File: config.mk
export PLATFORM = sky130hd
export DESIGN_NAME = seq_addsub32
export DESIGN_NICKNAME = d
export VERILOG_FILES = /design/src/rtl/alu_pkg.sv /design/src/rtl/seq_addsub32_rca8.sv /design/src/rtl/seq_addsub32.sv
export SDC_FILE = /design/constraint.sdc
export NUM_CORES = 1
export LEC_CHECK = 0
export ABC_AREA = 1
export CAP_MARGIN = 10
export CORE_UTILIZATION = 55
export CTS_CLUSTER_SIZE = 28
export DETAILED_ROUTE_END_ITERATION = 6
export PLACE_DENSITY = 0.9
export SYNTH_ARGS = -nofsm -noshare
export SYNTH_HDL_FRONTEND = slang
export SYNTH_SLANG_ARGS = --single-unit
File: constraint.sdc
create_clock -name clk -period 6.77 [get_ports clk]
set_input_delay 1.354 -clock clk [delete_from_list [all_inputs] [get_ports clk]]
set_output_delay 1.354 -clock clk [all_outputs]
set_load 0.01 [all_outputs]
File: src/rtl/alu_pkg.sv
// Shared ALU definitions: datapath slice width and the add/sub sequencer state codes.
package alu_pkg;

    localparam int SLICE_W = 8;

    localparam logic [1:0] IDLE = 2'd0;
    localparam logic [1:0] RUN  = 2'd1;
    localparam logic [1:0] DONE = 2'd2;

endpackage

File: src/rtl/seq_addsub32_rca8.sv
// 8-bit ripple-carry adder slice, reused every cycle by the sequential add/sub unit.
module RCA8 (
    input  logic [7:0] a_i,
    input  logic [7:0] b_i,
    input  logic       cin_i,
    output logic [7:0] sum_o,
    output logic       cout_o
);

    always_comb begin
        logic c;
        sum_o = '0;
        c     = cin_i;
        for (int unsigned i = 0; i < 8; i++) begin
            sum_o[i] = a_i[i] ^ b_i[i] ^ c;
            c        = (a_i[i] & b_i[i]) | (c & (a_i[i] ^ b_i[i]));
        end
        cout_o = c;
    end

endmodule

File: src/rtl/seq_addsub32.sv
// Low-area add/subtract: one byte slice per cycle, LSB first, with a registered carry
// chaining the slices; valid/ready handshake on operands and on the result.
module seq_addsub32
    import alu_pkg::*;
#(
    parameter int WIDTH = 32
) (
    input  logic             clk,
    input  logic             rst_n,
    input  logic             in_valid,
    output logic             in_ready,
    input  logic [WIDTH-1:0] op_a,
    input  logic [WIDTH-1:0] op_b,
    input  logic             sub,
    output logic             out_valid,
    input  logic             out_ready,
    output logic [WIDTH-1:0] result,
    output logic             cout,
    output logic             ovf
);

    localparam int NSLICE = WIDTH / SLICE_W;
    localparam int IDX_W  = (NSLICE > 1) ? $clog2(NSLICE) : 1;
    localparam logic [IDX_W-1:0] LAST_IDX = IDX_W'(NSLICE - 1);

    logic [1:0]                      state_q, state_d;
    logic [IDX_W-1:0]                idx_q, idx_d;
    logic [NSLICE-1:0][SLICE_W-1:0]  a_q, a_d;
    logic [NSLICE-1:0][SLICE_W-1:0]  b_q, b_d;
    logic [NSLICE-1:0][SLICE_W-1:0]  res_q, res_d;
    logic                            carry_q, carry_d;
    logic                            cout_q, cout_d;
    logic                            ovf_q, ovf_d;

    logic [SLICE_W-1:0] sl_sum;
    logic               sl_cout;

    RCA8 u_slice (
        .a_i    (a_q[idx_q]),
        .b_i    (b_q[idx_q]),
        .cin_i  (carry_q),
        .sum_o  (sl_sum),
        .cout_o (sl_cout)
    );

    always_comb begin
        state_d = state_q;
        idx_d   = idx_q;
        a_d     = a_q;
        b_d     = b_q;
        res_d   = res_q;
        carry_d = carry_q;
        cout_d  = cout_q;
        ovf_d   = ovf_q;
        case (state_q)
            IDLE: begin
                if (in_valid) begin
                    // Subtract as A + ~B + 1: invert B once here, seed the carry with sub.
                    a_d     = op_a;
                    b_d     = op_b ^ {WIDTH{sub}};
                    carry_d = sub;
                    idx_d   = '0;
                    state_d = RUN;
                end
            end
            RUN: begin
                res_d[idx_q] = sl_sum;
                carry_d      = sl_cout;
                if (idx_q == LAST_IDX) begin
                    cout_d  = sl_cout;
                    ovf_d   = (a_q[NSLICE-1][SLICE_W-1] ~^ b_q[NSLICE-1][SLICE_W-1]) &&
                              (sl_sum[SLICE_W-1] != a_q[NSLICE-1][SLICE_W-1]);
                    state_d = DONE;
                end else begin
                    idx_d = idx_q + 1'b1;
                end
            end
            DONE: begin
                if (out_ready) begin
                    state_d = IDLE;
                end
            end
            default: state_d = IDLE;
        endcase
    end

    always_ff @(posedge clk or negedge rst_n) begin
        if (!rst_n) begin
            state_q <= IDLE;
            idx_q   <= '0;
            a_q     <= '0;
            b_q     <= '0;
            res_q   <= '0;
            carry_q <= 1'b0;
            cout_q  <= 1'b0;
            ovf_q   <= 1'b0;
        end else begin
            state_q <= state_d;
            idx_q   <= idx_d;
            a_q     <= a_d;
            b_q     <= b_d;
            res_q   <= res_d;
            carry_q <= carry_d;
            cout_q  <= cout_d;
            ovf_q   <= ovf_d;
        end
    end

    assign in_ready  = (state_q == IDLE);
    assign out_valid = (state_q == DONE);
    assign result    = res_q;
    assign cout      = cout_q;
    assign ovf       = ovf_q;

endmodule

==> results.sh <==
export IMPL_reg2reg_slack_ns=1.36
export IMPL_wl_per_cell_um=14.16
export IMPL_die_height_um=97.06
export IMPL_hold_buffers=0
export IMPL_period_minus_slack_ns=5.413
export IMPL_fin_ws_ns=1.357
export IMPL_nets=763
export IMPL_clk_path_buf_depth=2
export IMPL_ys_flop_type="dfrtp_1"
export IMPL_power_density_nw_per_um2=506.9
export IMPL_vias=4141
export IMPL_cts_root_buf="clkbuf_8"
export IMPL_cts_tree="done"
export IMPL_ys_warn_count=0
export IMPL_initial_core_util_pct=56.99
export IMPL_dieArea_um2=9420
export IMPL_finalHoldViolCount=0
export IMPL_synthesis_nets=678
export IMPL_intPower_mw=1.763
export IMPL_rsz0062_at_grt="false"
export IMPL_final_area_um2=6222
export IMPL_numCtsBuffers=9
export IMPL_dr_pass1_iters=7
export IMPL_rows=34
export IMPL_placedInstanceArea_um2=6000
export IMPL_wl_mm=11.26
export IMPL_leakage_nw=3.162
export IMPL_max_freq_mhz=184.7
export IMPL_worst_pin_slew_ns=0.9133
export IMPL_cts_sinks=103
export IMPL_dp_hpwl_mm=8.200
export IMPL_grt_ovfl_total=0
export IMPL_ant_nets=0
export IMPL_worstPathRequired_ns=7.04
export IMPL_mostFrequentLayoutCells="nand2_1, dfrtp_1, clkdlybuf4s50_1, inv_1, o21ai_1"
export IMPL_postCtsSetupBuffers=0
export IMPL_clock_latency_ns=0.37
export IMPL_hp_class="reg2reg"
export IMPL_ys_ff_latch=103
export IMPL_netlist_area_um2=4970
export IMPL_grt_pass1_vias=3987
export IMPL_layout_drive_gt1_share_pct=4.076
export IMPL_dp_cells=779
export IMPL_port_buffers=104
export IMPL_switching_share_pct=44.09
export IMPL_register_area_um2=2577
export IMPL_die_w_um=97.06
export IMPL_cts_resized=0
export IMPL_htreeDepth=3
export IMPL_total_power_mw=3.154
export IMPL_slew_headroom_pct=39.02
export IMPL_clock_skew_ns=0.01065
export IMPL_r2r_end="ovf"
export IMPL_diodes=0
export IMPL_fin_cells=795
export IMPL_antenna_found_initial=0
export IMPL_outcome="complete, no violations"
export IMPL_min_to="a_q[20]"
export IMPL_finalSetupViolCount=0
export IMPL_layout_commonest_cell="nand2_1"
export IMPL_maxCapViolCount=0
export IMPL_ys_seq_area_share_pct=51.86
export IMPL_netSwitchingPower_mw=1.391
export IMPL_grtUsageTotal_pct=25.19
export IMPL_drv_slew=0
export IMPL_period_share_pct=79.96
export IMPL_fin_tns_setup_ns=0
export IMPL_ff2ff_path_depth=18
export IMPL_grt_max_degree=71
export IMPL_p_comb_share_pct=50.8
export IMPL_ios=105
export IMPL_area_delta_synth_final_pct=25.20
export IMPL_cp_arrival_ns=5.68
export IMPL_start_kind="register"
export IMPL_synth_edff_count=0
export IMPL_syn_area_per_cell_um2=8.325
export IMPL_syn_inst=597
export IMPL_vias_per_cell=5.209
export IMPL_p_seq_share_pct=35.8
export IMPL_worstSetupPathType="reg2reg"
export IMPL_nFillCells=643
export IMPL_detailedPlace_worstSlack_ns=1.418
export IMPL_cp_max_fo=20
export IMPL_pwr_share_clk_pct=13.4
export IMPL_core_area_um2=8721
export IMPL_multi_input_area_um2=2088
export IMPL_drc_errors=0
export IMPL_ir_worst_vdd_mv=0.2149
export IMPL_hp_start="a_q[20]"
export IMPL_async_reset_ff_share_pct=100.0
export IMPL_grt_pass1_wl_mm=18.98
export IMPL_holdPathStages=2
export IMPL_place_gp_congestion=0.8824
export IMPL_r2r_start="idx_q[1]"
export IMPL_path_clk_slew_ns=0.10
export IMPL_synthDistinctLibCells=22
export IMPL_end_kind="register"
export IMPL_drtIter0Drc=244
==> power by group through the flow <==
stage                     Clock, mW  Sequential (mW)  Combinational (mW)
after floorplan                   0             1.10                1.05
after global placement            0             1.12                1.53
after detailed placement          0             1.13                1.60
after CTS                     0.425             1.13                1.61
after global routing          0.448             1.16                1.82
final                         0.422             1.13                1.60
==> worst max-delay path: stages, from the launching register on <==
cell      delay, ns
dfrtp_1        0.78
clkinv_1       0.64
o211ai_1       0.30
nand2_1        0.10
fa_1           0.41
fa_1           0.39
fa_1           0.39
fa_1           0.41
fa_1           0.38
inv_1          0.08
fa_1           0.16
inv_1          0.05
fa_1           0.36
inv_1          0.08
fa_1           0.49
nand2_1        0.12
nand2_1        0.05
nand3_1        0.08
nand2_1        0.05
==> state kept, by name (all words and copies together) (netlist names) <==
name	cells
b_q	32
carry_q	1
idx_q	2
result	32
a_q	32
state_q	2
cout	1
ovf	1
==> synthesized netlist by cell type, drive strengths merged, types with 4 or more instances <==
library cell    n  share of area, %
buf            25               2.6
clkbuf          7              0.53
dfrtp         103                52
fa              8               3.2
ha              4               1.0
inv            39               2.9
nand2         300                23
nand3          14               1.4
nor2            4              0.50
o211ai         24               3.6
o21ai          33               3.3
xor2           32               5.6
==> cells by family (layout without fill, tap and decap cells) <==
family                     count (synthesis)  count (layout)  share of synthesized area (%)
xor gates and xnor gates                  32              32                          5.640
buffers and inverters                     72             162                          6.118
DFF                                      103             103                          51.86
adders and majority gates                 12              12                          4.230
AOI/OAI and AO/OA                         59              59                          7.251
and+or+nand+nor                          319             319                          24.90
==> worst max path at each step <==
stage	endpoint	from	cells after the start
floorplan	ovf	idx_q[0]	21
global route	ovf	idx_q[1]	18
detailed placement	ovf	idx_q[1]	18
finish	ovf	idx_q[1]	18
global placement	ovf	idx_q[1]	18
CTS	ovf	idx_q[1]	18
==> area by class of cell <==
type	instances	area share (%)
flip-flops and latches	103	41.42
multi-input cells	422	33.56
repair buffers	106	16.85
inverters	40	2.413
clock buffers	11	2.272
well taps	108	2.172
clock inverters	5	1.307
==> routing by layer <==
layer / up-vias / routed length [µm] / global-route usage [%]
li1: 2013 / - / -
met1: 1966 / 4927 / 34.45
met2: 140 / 5578 / 41.22
met3: 22 / 505 / 3.669
met4: 0 / 250 / 9.185
met5: - / 0 / 0
==> through the flow <==
| stage | hold slack [ns] | util [%] |
|---|---|---|
| 6_report | 0.4904 | 71.35 |
| 5_1_grt | 0.5149 | 71.35 |
| 4_1_cts | 0.4912 | 71.35 |
| 3_5_place_dp | 0.4664 | 68.79 |
| 3_3_place_gp | 0.4670 | 68.79 |
| 2_1_floorplan | 0.4488 | - |
Note: power is estimated with default switching activity, not from simulation.
